## src/rtl/shift_sub_divider.sv

```systemverilog
// Sequential unsigned restoring divider: one quotient bit per cycle after St is accepted in IDLE.
// Latency: Done pulses N+1 cycles after acceptance (1 cycle on divide-by-zero); one divide per N+2 cycles.
// Backpressure: none; St is only sampled in IDLE and requests seen while busy are dropped.
module shift_sub_divider #(
    parameter int N = 8
) (
    input  logic         Clk,
    input  logic         Rst,
    input  logic         St,
    input  logic [N-1:0] Dividend,
    input  logic [N-1:0] Divisor,
    output logic [N-1:0] Quotient,
    output logic [N-1:0] Remainder,
    output logic         Idle,
    output logic         Done,
    output logic         DivByZero
);

    localparam int CW = $clog2(N);
    localparam logic [CW-1:0] LAST = CW'(N - 1);

    typedef enum logic [1:0] {
        S_IDLE = 2'd0,
        S_CALC = 2'd1,
        S_DONE = 2'd2
    } state_t;

    state_t state, state_nxt;

    logic [N:0]    r;
    logic [N-1:0]  q;
    logic [N-1:0]  d;
    logic [CW-1:0] count;

    logic [N:0]    t_r;
    logic [N:0]    diff;
    logic          fits;
    logic [N:0]    r_nxt;
    logic [N-1:0]  q_nxt;
    logic          zero_div;
    logic          last_iter;

    assign zero_div  = (Divisor == '0);
    assign last_iter = (count == LAST);

    // Shift {R,Q} left one place and try to subtract the divisor from the upper half.
    always_comb begin
        t_r   = {r[N-1:0], q[N-1]};
        diff  = t_r - {1'b0, d};
        fits  = ~diff[N];
        r_nxt = fits ? diff : t_r;
        q_nxt = {q[N-2:0], fits};
    end

    always_ff @(posedge Clk) begin
        if (Rst) begin
            state <= S_IDLE;
        end else begin
            state <= state_nxt;
        end
    end

    always_comb begin
        state_nxt = state;
        case (state)
            S_IDLE: begin
                if (St) begin
                    state_nxt = zero_div ? S_DONE : S_CALC;
                end
            end
            S_CALC: begin
                if (last_iter) begin
                    state_nxt = S_DONE;
                end
            end
            S_DONE:  state_nxt = S_IDLE;
            default: state_nxt = S_IDLE;
        endcase
    end

    assign Idle = (state == S_IDLE);
    assign Done = (state == S_DONE);

    always_ff @(posedge Clk) begin
        if (Rst) begin
            r         <= '0;
            q         <= '0;
            d         <= '0;
            count     <= '0;
            Quotient  <= '0;
            Remainder <= '0;
            DivByZero <= 1'b0;
        end else begin
            case (state)
                S_IDLE: begin
                    if (St) begin
                        if (zero_div) begin
                            Quotient  <= '1;
                            Remainder <= Dividend;
                            DivByZero <= 1'b1;
                        end else begin
                            q         <= Dividend;
                            d         <= Divisor;
                            r         <= '0;
                            count     <= '0;
                            DivByZero <= 1'b0;
                        end
                    end
                end
                S_CALC: begin
                    r     <= r_nxt;
                    q     <= q_nxt;
                    count <= count + CW'(1);
                    // Publish on the final iteration so results are valid throughout DONE.
                    if (last_iter) begin
                        Quotient  <= q_nxt;
                        Remainder <= r_nxt[N-1:0];
                    end
                end
                default: begin
                end
            endcase
        end
    end

endmodule

```

## config.mk

```make
export PLATFORM = sky130hd
export DESIGN_NAME = shift_sub_divider
export DESIGN_NICKNAME = d
export VERILOG_FILES = /design/src/rtl/shift_sub_divider.sv
export SDC_FILE = /design/constraint.sdc
export NUM_CORES = 1
export LEC_CHECK = 0
export ABC_AREA = 1
export BUFFER_PORTS_ARGS = -buffer_cell sky130_fd_sc_hd__buf_2
export CORE_AREA = 2 2 79 81
export DETAILED_ROUTE_END_ITERATION = 8
export DIE_AREA = 0 0 81 83
export HOLD_SLACK_MARGIN = 0.1
export PLACE_DENSITY = 0.66
export SYNTH_ARGS = -nofsm -noshare
export SYNTH_HDL_FRONTEND = slang
export SYNTH_SLANG_ARGS = --single-unit
```

## constraint.sdc

```tcl
create_clock -name Clk -period 1.66 [get_ports Clk]
set_input_delay 0.498 -clock Clk [delete_from_list [all_inputs] [get_ports Clk]]
set_output_delay 0.498 -clock Clk [all_outputs]
set_load 0.005 [all_outputs]
```

; Yosys cells after proc, flatten, opt, wreduce, memory -nomap -nowiden
; Index checks and enable logic that the tools add are counted.
[totals]
word_cells = 50
output_inout_bits = 19
regBits = 46
[op_classes]
add_sub_neg = 2
reduce_logical = 8
n_bitwise = 2
n_mux = 23
n_eq_ne = 7
[ops]
columns = operator, n
row1 = $mux W8, 11
row2 = $pmux W8 S2, 4
row3 = $sub A9 B8 Y9, 1
row4 = $logic_not A8 Y1, 1
row5 = $mux W2, 3
row6 = $mux W3, 2
row7 = $ne A2 B2 Y1 const B, 3
row8 = $pmux W3 S2, 1
row9 = $reduce_and A3 Y1, 2
row10 = $pmux W2 S2, 1
row11 = $reduce_and A2 Y1, 2
row12 = $reduce_and A4 Y1, 1
row13 = $add A3 B1 Y3 const B, 1
row14 = $eq A3 B3 Y1 const B, 1
row15 = $eq A2 B1 Y1 const B, 1
row16 = $eq A2 B2 Y1 const B, 1
row17 = $logic_not A2 Y1, 1
row18 = $ne A2 B1 Y1 const B, 1
row19 = $not A1 Y1, 2
row20 = $reduce_bool A2 Y1, 1
row21 = $mux W1, 1

; Logic depth before layout (Yosys ltp)
; Gate-level depths: netlist of run 1.
[depth]
depth_word = 4
mapped_depth = 14

; Least setup slack after synthesis of run 1
; OpenSTA, ideal clock, no wires.
[synth_timing]
path_type = reg-to-reg
startpoint = register q[7]
endpoint = register Remainder[7]
stages_incl_launch_ff = 15
arrival_time_ns = 1.669
slack_ns = -0.118
t_required_ns = 1.551
n_path_buf = 0
setup_ns = 0.109
path_cell_list = dfxtp_1 inv_1 ha_1 inv_1 fa_1 nand2_1 nand2_1 nand3_2 nand2_1 nand2_2 nand2_4 nand3_1 nand3_1 nand2_1 inv_1
[synth_via]
elab_chain_cells = 4
[synth_rtl]
columns = item, line
row1 = from (decl), 31  ; logic [N-1:0] q;
row2 = from (signal assigned), 102  ; q <= Dividend;
row3 = from (signal assigned), 112  ; q <= q_nxt;
row4 = $sub A9 B8 Y9, 49  ; diff = t_r - {1'b0, d};
row5 = $mux W8, 51  ; r_nxt = fits ? diff : t_r;
row6 = $mux W8, 115  ; if (last_iter) begin
row7 = $pmux W8 S2, 94  ; case (state)
row8 = to (signal assigned), 99  ; Remainder <= Dividend;
row9 = to (signal assigned), 117  ; Remainder <= r_nxt[N-1:0];
row10 = to (decl), 13  ; output logic [N-1:0] Remainder,
; Every way passes these cells. The select of a mux whose other input is x is not followed.
; A chain may end at the register's enable or synchronous reset.

; Worst setup path in the final report of run 1
[layout_timing]
startpoint = register q[7]
endpoint = register r[0]
[layout_via]
elab_chain_cells = 3
[layout_rtl]
columns = item, line
row1 = $sub A9 B8 Y9, 49
row2 = $mux W8 (*), 51
row3 = $pmux W8 S2 (*), 94
row4 = to (signal assigned), 111  ; r <= r_nxt;
row5 = to (decl), 30  ; logic [N:0] r;
; Every way passes the cells marked *; elsewhere a longest branch is shown, timed or not.

==> results.py, run 1 <==
metrics = {
    "sta": {
        "drv_slew": 0,
        "fin_crit_sh": 1.088,
        "fin_skew_ps": 7.080,
        "tns_ps": -2085,
        "max_freq_mhz": 553.6,
        "finalHoldViolCount": 0,
        "period_needed_ps": 1806,
        "hold_slack_ps": 465.7,
        "rsz0062_at_grt": "true",
        "worst_pin_slew_ps": 490.0,
        "setup_slack_ps": -146.3,
        "maxSlewHeadroom": 0.6728,
        "finalSetupViolCount": 18,
    },
    "clock_network": {
        "numCtsBuffers": 5,
        "cts_sinks": 46,
        "path_clk_slew_ps": 80,
        "root_buffer": "clkbuf_8",
        "cts_tree": "yes",
        "clk_latency_ps": 300,
        "h-tree-depth": 2,
        "cts.path.max_buffers": 2,
    },
    "route": {
        "viasPerCell": 4.835,
        "routedWlPerCell_um": 12.27,
        "drc": 0,
        "detail-route-antenna-nets": 0,
        "vias": 2427,
        "dr.first_iter.drc_count": 84,
        "drt_wl_total_um": 6161,
        "drt-pass1-iter-count": 4,
    },
    "placement": {
        "placed_cell_area_mm2": 0.002984,
        "port_buffers": 37,
        "place_congestion": 0.8117,
        "place_hpwl_um": 4348,
        "preCtsSetupSlack_ps": -160.4,
    },
    "grt": {
        "met3_usage": 0.04022,
        "top_usage_layer": "met2",
        "grt-ovfl-total": 0,
        "grt_use_met1": 0.2306,
        "grt_pass1_wl_um": 10470,
        "grt_max_degree": 34,
        "antenna_found_initial": 0,
        "grt_use_met2": 0.3426,
        "grt_pass1_vias": 2352,
        "track_usage": 0.1949,
    },
    "finish": {
        "final_area_mm2": 0.003308,
        "multiInputGateArea_mm2": 0.001529,
        "drive_gt1_frac": 0.3185,
        "final_nets": 457,
        "nFillCells": 574,
        "regArea_um2": 923.4,
        "insertedDiodeCount": 0,
        "syn2layout_area_growth_pct": 29.93,
    },
    "power": {
        "p_int_mw": 2.012,
        "power_density_mw_per_mm2": 971.7,
        "finalPower_mw": 3.215,
        "seqPwrFrac": 0.396,
        "power.net_switching_mw": 1.203,
        "clockPowerShare": 0.206,
        "ir_worst_vdd_uv": 795.1,
        "power.leakage_nw": 1.713,
        "p_sw_frac": 0.3741,
        "combPwrFrac": 0.398,
    },
    "synthesis": {
        "ys_types": 31,
        "ys_seq_elements": 46,
        "avgSynthCellArea_um2": 6.976,
        "syn_nets": 395,
        "synthCells": 365,
        "ys_warn_count": 0,
        "syn_area_mm2": 0.002546,
        "ys_seq_area_frac": 0.3617,
    },
    "worst_setup_path": {
        "regToRegSetupSlack_ps": -150,
        "startpoint_type": "flip-flop",
        "crit_slowest_cell": "fa_2",
        "crit_top_cell": "nand2_4",
        "worstReg2RegStart": "q[7]",
        "critPathCapture": "r[0]",
        "r2r-end": "r[0]",
        "endpoint_kind": "flip-flop",
        "path_cells": "inv_2, ha_4, inv_2, fa_2, nand2_2, nand2_4, nand3_4, nand2_4, nand2_4, nand2_8, nand3_2, nand3_1, nand2_1, inv_1",
        "crit_arrival_ps": 2010,
        "critPathLaunch": "q[7]",
        "crit_required_ps": 1860,
        "cp_slowest_stage_delay_ps": 350,
        "path_class": "reg2reg",
        "rr_worst_depth": 14,
        "worstPathMaxFanout": 5,
    },
    "die": {
        "initial_core_util": 0.4378,
        "core_area_mm2": 0.005816,
        "dieArea_mm2": 0.006723,
        "die_w_um": 81,
        "die_h_um": 83,
        "row_count": 28,
        "top_level_ports": 38,
    },
    "outcome": {
        "failed_checks": "setup timing",
        "status": "complete, but fails checks",
    },
    "run": {
        "drv_cap": 0,
    },
    "worst_hold_path": {
        "hold_class": "reg2reg",
    },
}
[cell usage after synthesis, drive strengths merged]
library cell  instances  share of area
nor2                 42          0.075
fa                    1         0.0079
a22oi                 2         0.0059
nand3                41          0.094
a21oi                18          0.035
ha                   10          0.049
nand2                79           0.13
o21ai                31          0.061
clkinv                1         0.0015
xor2                  2         0.0069
dfxtp                46           0.36
inv                  67           0.10
buf                   8          0.027
o211ai                1         0.0029
nand4                 2         0.0049
clkbuf                4         0.0098
a31oi                 9          0.022
xnor2                 1         0.0034
[cell usage in the layout, fill, tap and decap left out, drive strengths merged, types with 2 or more instances in the layout]
cell     n
buf     65
inv     67
a22oi    2
ha      10
clkbuf   6
nand4    2
a31oi    9
a21oi   18
xor2     2
o21ai   31
nand2   81
nor2    42
dfxtp   46
nand3   41
[worst min-delay path by stage]
stage / cells after the start / start / end
after floorplan: 2 / d[3] / d[3]
after global placement: 2 / d[4] / d[4]
after detailed placement: 2 / d[4] / d[4]
after CTS: 2 / d[4] / d[4]
after global routing: 3 / Dividend[0] / q[0]
final: 2 / d[4] / d[4]
[layout make-up]
class	count	area share
Clock buffer	6	0.02194
Clock inverter	1	0.002269
Inverter	68	0.07791
Multi-Input combinational cell	241	0.4622
Sequential cell	46	0.2791
Tap cell	75	0.02837
Timing Repair Buffer	65	0.1282
[stage by stage]
| step | cells | util |
|---|---|---|
| final | 502 | 0.5688 |
| after global routing | 502 | 0.5688 |
| after CTS | 502 | 0.5570 |
| after detailed placement | 491 | 0.5131 |
| after global placement | 491 | 0.5131 |
| after floorplan | 365 | - |
[cell families (layout without fill, tap and decap cells)]
| logic type | Yosys count | count (layout) | share of synthesized area |
|---|---|---|---|
| flops | 46 | 46 | 0.3617 |
| buf+inv | 80 | 140 | 0.1381 |
| compound gates | 61 | 61 | 0.1273 |
| xor+xnor | 3 | 3 | 0.01032 |
| fa+ha+maj | 11 | 11 | 0.05700 |
| simple gates | 164 | 166 | 0.3056 |
[state kept, by name, indices dropped and copies added, names as in the netlist]
register   flops
Quotient       8
Remainder      8
d              8
q              8
r              8
count          3
state          2
DivByZero      1
[timing repair]
action,in CTS,in global routing
endpoints found under the setup margin,18,18
setup buffers,2,0
gates resized for setup,27,12
cloned,2,0
hold endpoints to repair,0,0
pin swaps,7,5
hold buffers,0,0
[worst max-delay path: cells and delay by family (launching register included)]
family / cells / cell delay [ps]
buf+inv: 3 / 140
fa+ha+maj: 2 / 470
flops: 1 / 330
simple gates: 9 / 760
[power groups by stage]
| stage | Combinational, mW | Clock, mW | Sequential [mW] |
|---|---|---|---|
| after floorplan | 0.744 | 0 | 1.29 |
| after detailed placement | 1.07 | 0 | 1.30 |
| after global routing | 1.42 | 0.709 | 1.29 |
| final | 1.28 | 0.662 | 1.27 |
| after global placement | 1.05 | 0 | 1.29 |
| after CTS | 1.22 | 0.676 | 1.27 |
[per-layer routing]
layer,wire (µm),vias to the layer above
met1,2669,1089
met4,146,0
met2,3098,47
met5,0,-
li1,-,1279
met3,247,12
Note: power is estimated with default switching activity, not from simulation.
==> run 2: changes to the inputs <==
Settings changed: PLACE_DENSITY 0.66 to unset, PLACE_DENSITY_LB_ADDON set to 0.08.
==> run 2 against run 1 <==
Effect of this change: the flow still finishes with violations (setup timing); total power rose by 12%; critical path depth unchanged; worst hold slack got worse by 0.67 ps; flip-flop and latch count unchanged; die area is the same; clock skew increased by 1.3 ps; global-route usage rose by 1.2 points; clock power grew 57%; worst setup slack got worse by 34 ps.
==> results.py, run 2 (same netlist as run 1, synthesis figures left out) <==
metrics = {
    "outcome": {
        "status": "complete, but fails checks",
        "failed_checks": "setup timing",
    },
    "worst_setup_path": {
        "cp_slowest_stage_delay_ps": 350,
        "worst-path-buf-inv": 3,
        "endpoint_kind": "flip-flop",
        "startpoint_type": "flip-flop",
        "crit_arrival_ps": 2040,
        "path_cells": "inv_2, ha_4, inv_2, fa_2, nand2_2, nand2_4, nand3_4, nand2_4, nand2_4, nand2_4, nand3_2, nand3_2, nand2_1, inv_1",
        "crit_required_ps": 1860,
        "path_class": "reg2reg",
        "crit_slowest_cell": "fa_2",
        "crit_top_cell": "nand2_4",
        "worstPathMaxFanout": 4,
        "path_delay_family": "simple AND/OR/NAND/NOR gates",
    },
    "finish": {
        "insertedDiodeCount": 0,
        "drive_gt1_frac": 0.3203,
        "final_nets": 463,
        "layout_common_cells": "nand2_1 (66), inv_1 (60), dfxtp_1 (44)",
        "nFillCells": 588,
        "syn2layout_area_growth_pct": 33.91,
        "final_common_cell": "nand2_1",
    },
    "sta": {
        "maxSlewHeadroom": 0.5573,
        "fin_skew_ps": 8.379,
        "setup_slack_ps": -180.3,
        "period_needed_ps": 1840,
        "finalSetupViolCount": 18,
        "worst_pin_slew_ps": 663.1,
        "max_freq_mhz": 543.4,
        "drv_slew": 0,
        "fin_crit_sh": 1.109,
        "rsz0062_at_grt": "true",
        "hold_slack_ps": 465.1,
        "finalHoldViolCount": 0,
    },
    "route": {
        "vias": 2490,
        "dr.first_iter.drc_count": 119,
        "drc": 0,
        "wl_met2_um": 3310,
        "highest_layer": "met4",
        "drt_wl_total_um": 6573,
        "drt-pass1-iter-count": 4,
        "wl_met3_um": 264,
        "viasPerCell": 4.892,
        "met1Wirelength_um": 2923,
        "detail-route-antenna-nets": 0,
        "routedWlPerCell_um": 12.91,
    },
    "die": {
        "die_w_um": 81,
        "core_area_mm2": 0.005816,
        "die_h_um": 83,
        "row_count": 28,
        "initial_core_util": 0.4378,
        "top_level_ports": 38,
        "dieArea_mm2": 0.006723,
    },
    "power": {
        "ir_worst_vdd_uv": 500.8,
        "power_density_mw_per_mm2": 1061,
        "finalPower_mw": 3.616,
        "power.leakage_nw": 1.763,
    },
    "worst_hold_path": {
        "hold_class": "reg2reg",
    },
    "placement": {
        "place_congestion": 0.8011,
        "port_buffers": 37,
        "place_hpwl_um": 4552,
    },
    "clock_network": {
        "clk_latency_ps": 300,
        "h-tree-depth": 2,
        "cts_tree": "yes",
        "numCtsBuffers": 5,
        "cts_sinks": 46,
        "cts.path.max_buffers": 2,
        "path_clk_slew_ps": 90,
        "root_buffer": "clkbuf_8",
    },
    "grt": {
        "grt_pass1_vias": 2437,
        "antenna_found_initial": 0,
        "track_usage": 0.2071,
        "grt_pass1_wl_um": 11050,
        "grt_max_degree": 34,
        "grt-ovfl-total": 0,
    },
    "run": {
        "drv_cap": 0,
    },
}
## run 2: changes by cell type in the layout (fill, tap and decap cells not counted), moves of 2 or more
cell,change
buf_4,+6
nand3_4,+4
nand3_2,-7
nand3_1,+3
ha_4,-2
bufinv_16,+2
ha_1,+2
## run 2: cell type report
type | count | area, µm² | area share
clock inverters | 2 | 60.06 | 0.01761
clock buffers | 6 | 82.58 | 0.02422
inverters | 68 | 257.7 | 0.07560
flip-flops and latches | 46 | 923.4 | 0.2708
well taps | 75 | 93.84 | 0.02752
repair buffers | 71 | 478.0 | 0.1402
multi-input cells | 241 | 1514 | 0.4440
## run 2: worst paths after layout
| path | from | endpoint | slack (ps) | cells past startpoint |
|---|---|---|---|---|
| worst max-delay path | q[7] | Remainder[5] | -180 | 14 |
| worst min register to register | d[4] | d[4] | 470 | 2 |
| worst max register to register | q[7] | Remainder[5] | -180 | 14 |
| worst min-delay path | d[4] | d[4] | 470 | 2 |
## run 2: tightest hold or removal path, stage by stage (launching register included)
cell and delay [ps]:
dfxtp_1 310, inv_1 70, a21oi_1 60
## run 2: per-layer routing
layer	vias up	track usage
li1	1295	-
met5	-	0
met2	49	0.3509
met3	8	0.03152
met1	1138	0.2672
met4	0	0.06317
## run 2: what timing repair did
action | 4_1_cts | 5_1_grt
endpoints found under the setup margin | 18 | 18
resized for setup | 27 | 9
gates cloned | 2 | 0
endpoints found under the hold margin | 0 | 0
setup buffers | 2 | 2
hold buffers | 0 | 0
pin swaps | 14 | 6
## run 2: report_power, final
part | total, mW | switching [mW] | internal, mW
registers | 1.27 | 0.0573 | 1.22
clock network | 1.04 | 0.395 | 0.642
logic | 1.31 | 0.794 | 0.512
## run 2: metrics by stage
step                instances    util  instance area (µm²)  setup WS, ps  setup TNS, ps
floorplan                 365       -                 2579        -20.55         -102.0
global placement          495  0.5204                 3027        -161.0          -1980
detailed placement        495  0.5204                 3027        -167.6          -2151
CTS                       507  0.5751                 3344        -126.4          -2065
global route              509  0.5863                 3410        -313.2          -4819
finish                    509  0.5863                 3410        -180.3          -2786
